$ cat config.mk
export PLATFORM = sky130hd
export DESIGN_NAME = regfile_param_flat
export DESIGN_NICKNAME = d
export VERILOG_FILES = /design/src/rtl/regfile_param_if.sv /design/src/rtl/regfile_param.sv /design/src/flat_wrapper.sv
export SDC_FILE = /design/constraint.sdc
export NUM_CORES = 1
export LEC_CHECK = 0
export ABC_AREA = 0
export ABC_CLOCK_PERIOD_IN_PS = 2600
export CORE_ASPECT_RATIO = 1.5
export CORE_UTILIZATION = 35
export DETAILED_ROUTE_END_ITERATION = 8
export SLEW_MARGIN = 20
export SYNTH_ARGS = -nofsm -noshare
export SYNTH_HDL_FRONTEND = slang
export SYNTH_SLANG_ARGS = --single-unit
$ cat constraint.sdc
create_clock -name clk -period 2.6 [get_ports clk]
set_input_delay 0.78 -clock clk [delete_from_list [all_inputs] [get_ports clk]]
set_output_delay 0.78 -clock clk [all_outputs]
set_load 0.03 [all_outputs]
$ cat src/rtl/regfile_param_if.sv
// Register-file bus: one write port and two read request/response ports.
// The master drives requests; the slave (register file) drives read responses.
interface regfile_param_if #(
    parameter int unsigned DATA_W = 32,
    parameter int unsigned ADDR_W = 2
) ();
    logic              RegWrite;
    logic [ADDR_W-1:0] WriteReg;
    logic [DATA_W-1:0] WriteData;
    logic              ReadEn1;
    logic [ADDR_W-1:0] ReadReg1;
    logic              ReadEn2;
    logic [ADDR_W-1:0] ReadReg2;
    logic [DATA_W-1:0] ReadData1;
    logic [DATA_W-1:0] ReadData2;
    logic              ReadValid1;
    logic              ReadValid2;
    logic              ReadWritten1;
    logic              ReadWritten2;

    modport master (
        output RegWrite, WriteReg, WriteData,
        output ReadEn1, ReadReg1, ReadEn2, ReadReg2,
        input  ReadData1, ReadData2, ReadValid1, ReadValid2,
        input  ReadWritten1, ReadWritten2
    );

    modport slave (
        input  RegWrite, WriteReg, WriteData,
        input  ReadEn1, ReadReg1, ReadEn2, ReadReg2,
        output ReadData1, ReadData2, ReadValid1, ReadValid2,
        output ReadWritten1, ReadWritten2
    );
endinterface

$ cat src/rtl/regfile_param.sv
// Parametrised register file: one write port, two 1-cycle registered read ports
// with write-first bypass and per-entry written flags. Optional macro
// REGFILE_ZERO_REG_EN hardwires entry 0 to zero.
module regfile_param #(
    parameter int unsigned DATA_W = 32,
    parameter int unsigned NREGS  = 4,
    parameter int unsigned ADDR_W = 2
) (
    input  logic           clk,
    input  logic           reset,
    regfile_param_if.slave bus
);

    localparam int unsigned IDX_W = $clog2(NREGS);

`ifdef REGFILE_ZERO_REG_EN
    localparam bit ZERO_REG = 1'b1;
`else
    localparam bit ZERO_REG = 1'b0;
`endif

    generate
        if (NREGS < 2 || NREGS > 64 || (64'(1) << ADDR_W) < 64'(NREGS)) begin : g_bad_cfg
            $error("regfile_param: illegal NREGS/ADDR_W combination");
        end
    endgenerate

    logic [DATA_W-1:0] r_mem [NREGS];
    logic [NREGS-1:0]  r_written;
    logic [DATA_W-1:0] r_rdata1;
    logic [DATA_W-1:0] r_rdata2;
    logic              r_rvalid1;
    logic              r_rvalid2;
    logic              r_rwritten1;
    logic              r_rwritten2;

    logic              w_wr_ok;
    logic [DATA_W:0]   w_rd1;
    logic [DATA_W:0]   w_rd2;

    function automatic logic in_range(input logic [ADDR_W-1:0] a);
        return 32'(a) < NREGS;
    endfunction

    // {written, data} a read of address a would capture on this edge
    function automatic logic [DATA_W:0] read_lookup(input logic [ADDR_W-1:0] a);
        logic [DATA_W:0] res;
        res = '0;
        if (!in_range(a)) begin
            res = '0;
        end else if (ZERO_REG && a == '0) begin
            res = {1'b1, {DATA_W{1'b0}}};
        end else if (w_wr_ok && a == bus.WriteReg) begin
            res = {1'b1, bus.WriteData};
        end else begin
            res = {r_written[IDX_W'(a)], r_mem[IDX_W'(a)]};
        end
        return res;
    endfunction

    assign w_wr_ok = bus.RegWrite && in_range(bus.WriteReg)
                     && !(ZERO_REG && bus.WriteReg == '0);

    always_comb begin
        w_rd1 = '0;
        w_rd2 = '0;
        w_rd1 = read_lookup(bus.ReadReg1);
        w_rd2 = read_lookup(bus.ReadReg2);
    end

    always_ff @(posedge clk) begin
        if (!reset) begin
            for (int unsigned i = 0; i < NREGS; i++) begin
                r_mem[IDX_W'(i)] <= '0;
            end
            r_written   <= '0;
            r_rdata1    <= '0;
            r_rdata2    <= '0;
            r_rvalid1   <= 1'b0;
            r_rvalid2   <= 1'b0;
            r_rwritten1 <= 1'b0;
            r_rwritten2 <= 1'b0;
        end else begin
            if (w_wr_ok) begin
                r_mem[IDX_W'(bus.WriteReg)]     <= bus.WriteData;
                r_written[IDX_W'(bus.WriteReg)] <= 1'b1;
            end
            // Data and written flag hold when the port is idle; valid is a strobe
            r_rvalid1 <= bus.ReadEn1;
            r_rvalid2 <= bus.ReadEn2;
            if (bus.ReadEn1) begin
                r_rdata1    <= w_rd1[DATA_W-1:0];
                r_rwritten1 <= w_rd1[DATA_W];
            end
            if (bus.ReadEn2) begin
                r_rdata2    <= w_rd2[DATA_W-1:0];
                r_rwritten2 <= w_rd2[DATA_W];
            end
        end
    end

    assign bus.ReadData1    = r_rdata1;
    assign bus.ReadData2    = r_rdata2;
    assign bus.ReadValid1   = r_rvalid1;
    assign bus.ReadValid2   = r_rvalid2;
    assign bus.ReadWritten1 = r_rwritten1;
    assign bus.ReadWritten2 = r_rwritten2;

endmodule

$ cat src/flat_wrapper.sv
// flat-port wrapper written by rule: the top's interface ports become plain ports
module regfile_param_flat 
#(
    parameter int unsigned DATA_W = 32,
    parameter int unsigned NREGS  = 4,
    parameter int unsigned ADDR_W = 2
)
  (clk, reset, bus_RegWrite, bus_WriteReg, bus_WriteData, bus_ReadEn1, bus_ReadReg1, bus_ReadEn2, bus_ReadReg2, bus_ReadData1, bus_ReadData2, bus_ReadValid1, bus_ReadValid2, bus_ReadWritten1, bus_ReadWritten2);
  regfile_param_if #(.DATA_W(DATA_W), .ADDR_W(ADDR_W)) bus_i ();
  input  logic clk;
  input  logic reset;
  input wire logic [$bits(bus_i.RegWrite)-1:0] bus_RegWrite;
  input wire logic [$bits(bus_i.WriteReg)-1:0] bus_WriteReg;
  input wire logic [$bits(bus_i.WriteData)-1:0] bus_WriteData;
  input wire logic [$bits(bus_i.ReadEn1)-1:0] bus_ReadEn1;
  input wire logic [$bits(bus_i.ReadReg1)-1:0] bus_ReadReg1;
  input wire logic [$bits(bus_i.ReadEn2)-1:0] bus_ReadEn2;
  input wire logic [$bits(bus_i.ReadReg2)-1:0] bus_ReadReg2;
  output wire logic [$bits(bus_i.ReadData1)-1:0] bus_ReadData1;
  output wire logic [$bits(bus_i.ReadData2)-1:0] bus_ReadData2;
  output wire logic [$bits(bus_i.ReadValid1)-1:0] bus_ReadValid1;
  output wire logic [$bits(bus_i.ReadValid2)-1:0] bus_ReadValid2;
  output wire logic [$bits(bus_i.ReadWritten1)-1:0] bus_ReadWritten1;
  output wire logic [$bits(bus_i.ReadWritten2)-1:0] bus_ReadWritten2;
  assign bus_i.RegWrite = bus_RegWrite;
  assign bus_i.WriteReg = bus_WriteReg;
  assign bus_i.WriteData = bus_WriteData;
  assign bus_i.ReadEn1 = bus_ReadEn1;
  assign bus_i.ReadReg1 = bus_ReadReg1;
  assign bus_i.ReadEn2 = bus_ReadEn2;
  assign bus_i.ReadReg2 = bus_ReadReg2;
  assign bus_ReadData1 = bus_i.ReadData1;
  assign bus_ReadData2 = bus_i.ReadData2;
  assign bus_ReadValid1 = bus_i.ReadValid1;
  assign bus_ReadValid2 = bus_i.ReadValid2;
  assign bus_ReadWritten1 = bus_i.ReadWritten1;
  assign bus_ReadWritten2 = bus_i.ReadWritten2;
  regfile_param #(.DATA_W(DATA_W), .NREGS(NREGS), .ADDR_W(ADDR_W)) u_core (.clk(clk), .reset(reset), .bus(bus_i));
endmodule
Yosys cells after proc, flatten, opt, wreduce, memory -nomap -nowiden
Memories as Yosys holds them, arrays and structs flattened. A register that Yosys moved wholly into a read port is not among the register bits.
Index checks and enable logic that the tools add are counted.

cells by class
  reductions and logical operators = 6
  equal/unequal tests = 2
  multiplexer cells = 15
  bitwise gates (word level) = 1
  magnitude comparators = 4

operator list
  cell                                                                count
  two-way mux 33 bit                                                  2
  two-way mux 32 bit                                                  1
  OR reduction 32 bit                                                 1
  < comparator 2 x 3 -> 1 bit (second input constant)                 3
  two-way mux 1 bit                                                   8
  binary-select mux 1 bit (select 2 bit)                              2
  == test 2 bit                                                       2
  OR 4 bit                                                            1
  logical AND 1 bit                                                   3
  demux 1 bit (select 2 bit)                                          1
  greater-or-equal comparator 2 x 1 -> 1 bit (second input constant)  1
  zero test 1 bit                                                     2
  two-way mux 2 bit                                                   1

word-level totals
  bits of input ports = 43
  logic and storage cells = 34
  bits in registers = 8
  memories = 1
  bits in writable memories = 128

memories
  name          depth  bits a word  rd ports  clocked after Yosys merged registers in  wr ports  RTL line             text
  u_core.r_mem  4      32           2         2                                        4         regfile_param.sv:28  logic [DATA_W-1:0] r_mem [NREGS];

Logic depth before layout (Yosys ltp)
  word-level depth = 5
  depth in mapped cells = 7
  mapped depth without buffers = 4

Worst setup path after synthesis
Ideal clock, no wire load.

  path type = input port to flip-flop
  from = input reset
  to = memory u_core.r_mem[0][0] (enable)
  arrival time = 2,116 ps
  cell stages on the path = 5
  slack = 2 ps
  path buffers = 4
  cells stage by stage = buf_6 -> clkbuf_2 -> clkbuf_1 -> clkbuf_1 -> nand2b_1

RTL lines
  element             RTL line             text
  start: declaration  flat_wrapper.sv:11   input logic reset;
  end: declaration    regfile_param.sv:28

Final worst setup path
  from = register u_core.r_rdata1[31], in the netlist u_core.bus.ReadData1[31], read port of u_core.r_mem
  to = output bus_ReadData1[31]

RTL lines
  element             RTL line             text
  start: declaration  regfile_param.sv:30  logic [DATA_W-1:0] r_rdata1;
  end: declaration    flat_wrapper.sv:19   output wire logic [$bits(bus_i.ReadData1)-1:0] bus_ReadData1;

No word-level cell between the ends.

==> impl_results.rst <==
.. list-table::
   :header-rows: 1

   * - Metric
     - Value
   * - Total count of hold-check failures in the final report
     - 0
   * - Number of storage elements in the synthesis netlist
     - 200
   * - Number of vias in the routed layout
     - 7038
   * - Outcome
     - complete, but fails checks
   * - Antenna diode count
     - 0
   * - Number of unique standard cell types used by synthesis
     - 41
   * - Met2 usage in global routing
     - between 30% and 40%
   * - Post-synthesis compound-gate area fraction
     - 10.9%
   * - Max-slew violation count
     - 0
   * - Stage delay of the slowest cell on the critical path
     - slightly above 700 ps
   * - Ratio of total power to cell area
     - 622 mW/mm2
   * - Total clock buffers created by CTS
     - 17
   * - Number of clock sinks
     - 200
   * - CP bufs+invs
     - 1
   * - Leading cell types by total area after synthesis
     - sky130_fd_sc_hd__edfxtp_1 (39%), sky130_fd_sc_hd__mux4_2 (15%), sky130_fd_sc_hd__dfxtp_1 (15%)
   * - Total GRT Usage
     - 20.5%
   * - Share of flip-flops with an asynchronous set or reset
     - 0%
   * - Count of buffers added by post-CTS timing repair for setup
     - 0
   * - Leakage
     - about 4.2 nW
   * - Startpoint class of the critical path
     - register
   * - Number of cell instances on the worst register-to-register path
     - 4
   * - Total instance count after detailed placement
     - about 1200
   * - Maximum number of pins on one net before global-route repair
     - 73
   * - Hold path startpoint
     - u_core.r_written[3]$_SDFFE_PN0P_
   * - Worst hold slack
     - between 400 and 500 ps
   * - Routed wire length
     - around 29000 um
   * - Maximum vdd drop
     - 0.000363 V
   * - Initial antenna violation count
     - 0
   * - Initial Utilization
     - 35.8%
   * - Slew headroom
     - between 70% and 80%
   * - Fraction of power consumed by combinational cells
     - between 10% and 20%
   * - Sequential-to-total area share from yosys stat
     - a little over half
   * - Clock period minus worst slack
     - between 2000 and 2500 ps
   * - Root buffer cell
     - sky130_fd_sc_hd__clkbuf_16
   * - Endpoint of the worst register-to-register path
     - u_core.bus.ReadData1[11]$_SDFFE_PN0P_
   * - Violations in the final reports
     - DRC
   * - Commonest cells in the netlist
     - sky130_fd_sc_hd__and2_1 (130), sky130_fd_sc_hd__edfxtp_1 (128), sky130_fd_sc_hd__dfxtp_1 (72)
   * - Number of global-route vias before repair
     - about 7400
   * - Share of synthesized area spent on multiplexers
     - around 15%
   * - Filler instances
     - 2531
   * - Share of power burned in registers
     - approximately half
   * - Transition time at the pin with the least slew margin
     - 412 ps
   * - Syn Area/Cell
     - 12.8 um2
   * - HPWL Detailed
     - 17400 um
   * - Clock input transition at the sequential cells of the worst setup and hold paths
     - roughly 70 ps
   * - Total Nets Final
     - between 900 and 1000
   * - Number of enable-type register cells in the synthesized netlist
     - between 100 and 150
   * - Final core occ
     - 43.9%
   * - Count of routing violations after the opening detailed-route iteration
     - between 600 and 700
   * - Setup slack on the worst flop-to-flop path
     - approximately 1200 ps
   * - Max Fclk
     - around 430 MHz
   * - Clock power frac
     - about a third
   * - Top fanout value on the critical path
     - 2
   * - Core Footprint
     - ~0.027 mm2
   * - Cell type with the highest aggregate area in the netlist
     - sky130_fd_sc_hd__edfxtp_1
   * - Die W
     - ~140 um
   * - Number of resized instances in the post-cts repair step
     - 0
   * - Max clock buf depth
     - 2
   * - Layout cell share with drive strength beyond 1
     - between 10% and 20%
   * - Worst Path Arrival
     - 1560 ps
   * - Count of pins on the block boundary
     - between 100 and 150
   * - Critical Path Sink
     - bus_ReadData1[31]
   * - Total number of placement rows
     - 74
   * - Simple logic cell fraction of the synthesized area
     - about 15%
   * - Max Clock Skew
     - 7.30 ps
   * - Setup repair after global routing missed its margin
     - false
   * - Sequence of cells on the critical path
     - clkdlybuf4s50_1
   * - Worst reg2reg path startpoint
     - u_core.r_mem[3][11]$_DFFE_PP_
   * - Number of maximum-capacitance violations
     - 0
   * - Final worst-path cycle share
     - around nine tenths
   * - Non-filler instance count after layout
     - 1223
   * - Post-synthesis cell count
     - about 770
   * - Arithmetic-cell share of the synthesized area counting full adders, half adders and majority gates
     - 0%
   * - Type of the worst setup path
     - register to output pin
   * - Finish-stage setup viols
     - 0
   * - CTS H-tree depth
     - 4
   * - Primary FF master, synth
     - sky130_fd_sc_hd__edfxtp_1
   * - Area enclosed by the die boundary
     - between 0.02 and 0.03 mm2
   * - Switching part of the total power
     - between 20% and 30%
   * - Switching power summed over all nets
     - around 2.0 mW
   * - Clock latency on the worst-skew pair
     - around 440 ps
   * - CP Capture Type
     - output pin
   * - Busiest layer in global routing
     - met2
   * - Global routing usage on met1
     - between 20 and 30%
   * - Average wire per cell in the routed design
     - roughly 23 um
   * - Routability congestion estimate
     - 0.782
   * - CTS tree
     - built
   * - Per-cell via count in the routed design
     - 5.75
   * - Gr ovfl total
     - 0
   * - Total of warnings raised by yosys
     - 0
   * - Critical Path RT
     - approximately 1800 ps
   * - Post-Synthesis Net Count
     - 811
   * - Post-synthesis instance area
     - approximately 0.01 mm2
   * - Port bufs
     - 110
   * - Number of gates on the worst path with buffers counted
     - 1
   * - Hold buffer count at CTS
     - 0
   * - Syn-to-layout area delta
     - 22.7%
   * - Min-delay worst type
     - register to register
   * - Post-synthesis share of cell area spent on xor and xnor gates
     - 0.510%
   * - Delay-heaviest family, CP
     - buffers and inverters
   * - Wire length of the first global-routing pass
     - between 40000 and 50000 um
   * - Iteration count of the initial detailed-routing pass
     - 7
   * - DRC violation count after routing
     - 8
   * - Leading cell type by number of instances after synthesis
     - sky130_fd_sc_hd__and2_1
   * - Combinational family with the most area after synthesis
     - multiplexers
   * - Int Pwr
     - about 5.5 mW
   * - Total power draw
     - about 7.5 mW
   * - Slowest cell on the critical path
     - sky130_fd_sc_hd__clkdlybuf4s50_1
   * - Final ANT Viol Nets
     - 0
   * - Share of the synthesized area in the top cell type
     - between 30% and 40%
   * - Met3 demand-to-capacity share in global routing
     - under 10%
   * - Chip Height
     - 207 um
   * - Start point of the critical path
     - u_core.bus.ReadData1[31]$_SDFFE_PN0P_
-- power groups by stage --
stage	clock network, mW	logic, mW	registers (mW)
3_5_place_dp	0	1.28	3.83
3_3_place_gp	0	1.28	3.82
4_1_cts	2.49	1.28	3.76
6_report	2.46	1.27	3.76
5_1_grt	2.59	1.35	3.78
2_1_floorplan	0	0.600	3.95
-- area by class of cell --
cell class              count  area, um2  area share, %
flip-flops and latches    200       5290           43.9
clock buffers              21        450           3.74
clock inverters            11       73.8          0.613
inverters                   2       7.51         0.0623
well taps                 342        428           3.55
repair buffers            156       1680           13.9
multi-input cells         491       4120           34.2
-- how the worst min path moves through the flow --
stage,endpoint,cells after the start,slack (ps)
finish,u_core.r_written[3]$_SDFFE_PN0P_,2,470
global placement,u_core.r_written[3]$_SDFFE_PN0P_,2,450
detailed placement,u_core.r_written[3]$_SDFFE_PN0P_,2,460
CTS,u_core.r_written[3]$_SDFFE_PN0P_,2,470
floorplan,u_core.r_written[3]$_SDFFE_PN0P_,2,430
global route,u_core.r_written[1]$_SDFFE_PN0P_,1,500
-- logic make-up (layout without fill, tap and decap cells) --
kind of cell	Yosys count	count (layout)
flops	200	200
simple gates	247	247
buf+inv	77	190
xor+xnor	4	4
compound gates	174	174
mux	66	66
-- per-layer routing --
layer	share of wire (%)	vias to the layer above
met5	0	-
li1	-	3118
met2	52	225
met4	2.0	0
met1	41	3655
met3	4.9	40
-- cell usage in the layout, fill, tap and decap left out, drive strengths merged, types with 2 or more instances in the layout --
cell / netlist / final
a21oi: 3 / 3
a31oi: 33 / 33
clkinv: 0 / 5
xor2: 2 / 2
o21ai: 96 / 96
a22oi: 32 / 32
nand2: 36 / 36
a21o: 3 / 3
nand3: 33 / 33
nor3b: 4 / 4
nand2b: 3 / 3
and3: 32 / 32
nor2: 4 / 4
edfxtp: 128 / 128
clkdlybuf4s50: 0 / 104
xnor2: 2 / 2
inv: 2 / 4
clkinvlp: 0 / 4
mux4: 66 / 66
and2: 131 / 131
dfxtp: 72 / 72
a211oi: 2 / 2
buf: 36 / 52
clkbuf: 37 / 21
-- sequential cells by signal, indices dropped and copies added, names as in the netlist --
signal,flops
u_core.r_mem,128
u_core.bus.ReadData1,32
u_core.bus.ReadData2,32
u_core.r_written,4
u_core.bus.ReadValid1,1
u_core.bus.ReadValid2,1
u_core.bus.ReadWritten1,1
u_core.bus.ReadWritten2,1
-- metrics by stage --
stage	setup WS [ps]	setup TNS, ps	instance area (um2)
2_1_floorplan	1.57	0	9810
3_3_place_gp	-10.1	-15.8	11500
3_5_place_dp	-34.1	-46.1	11500
4_1_cts	211	0	12000
5_1_grt	217	0	12000
6_report	255	0	12000
(Power assumes the default switching activity.)
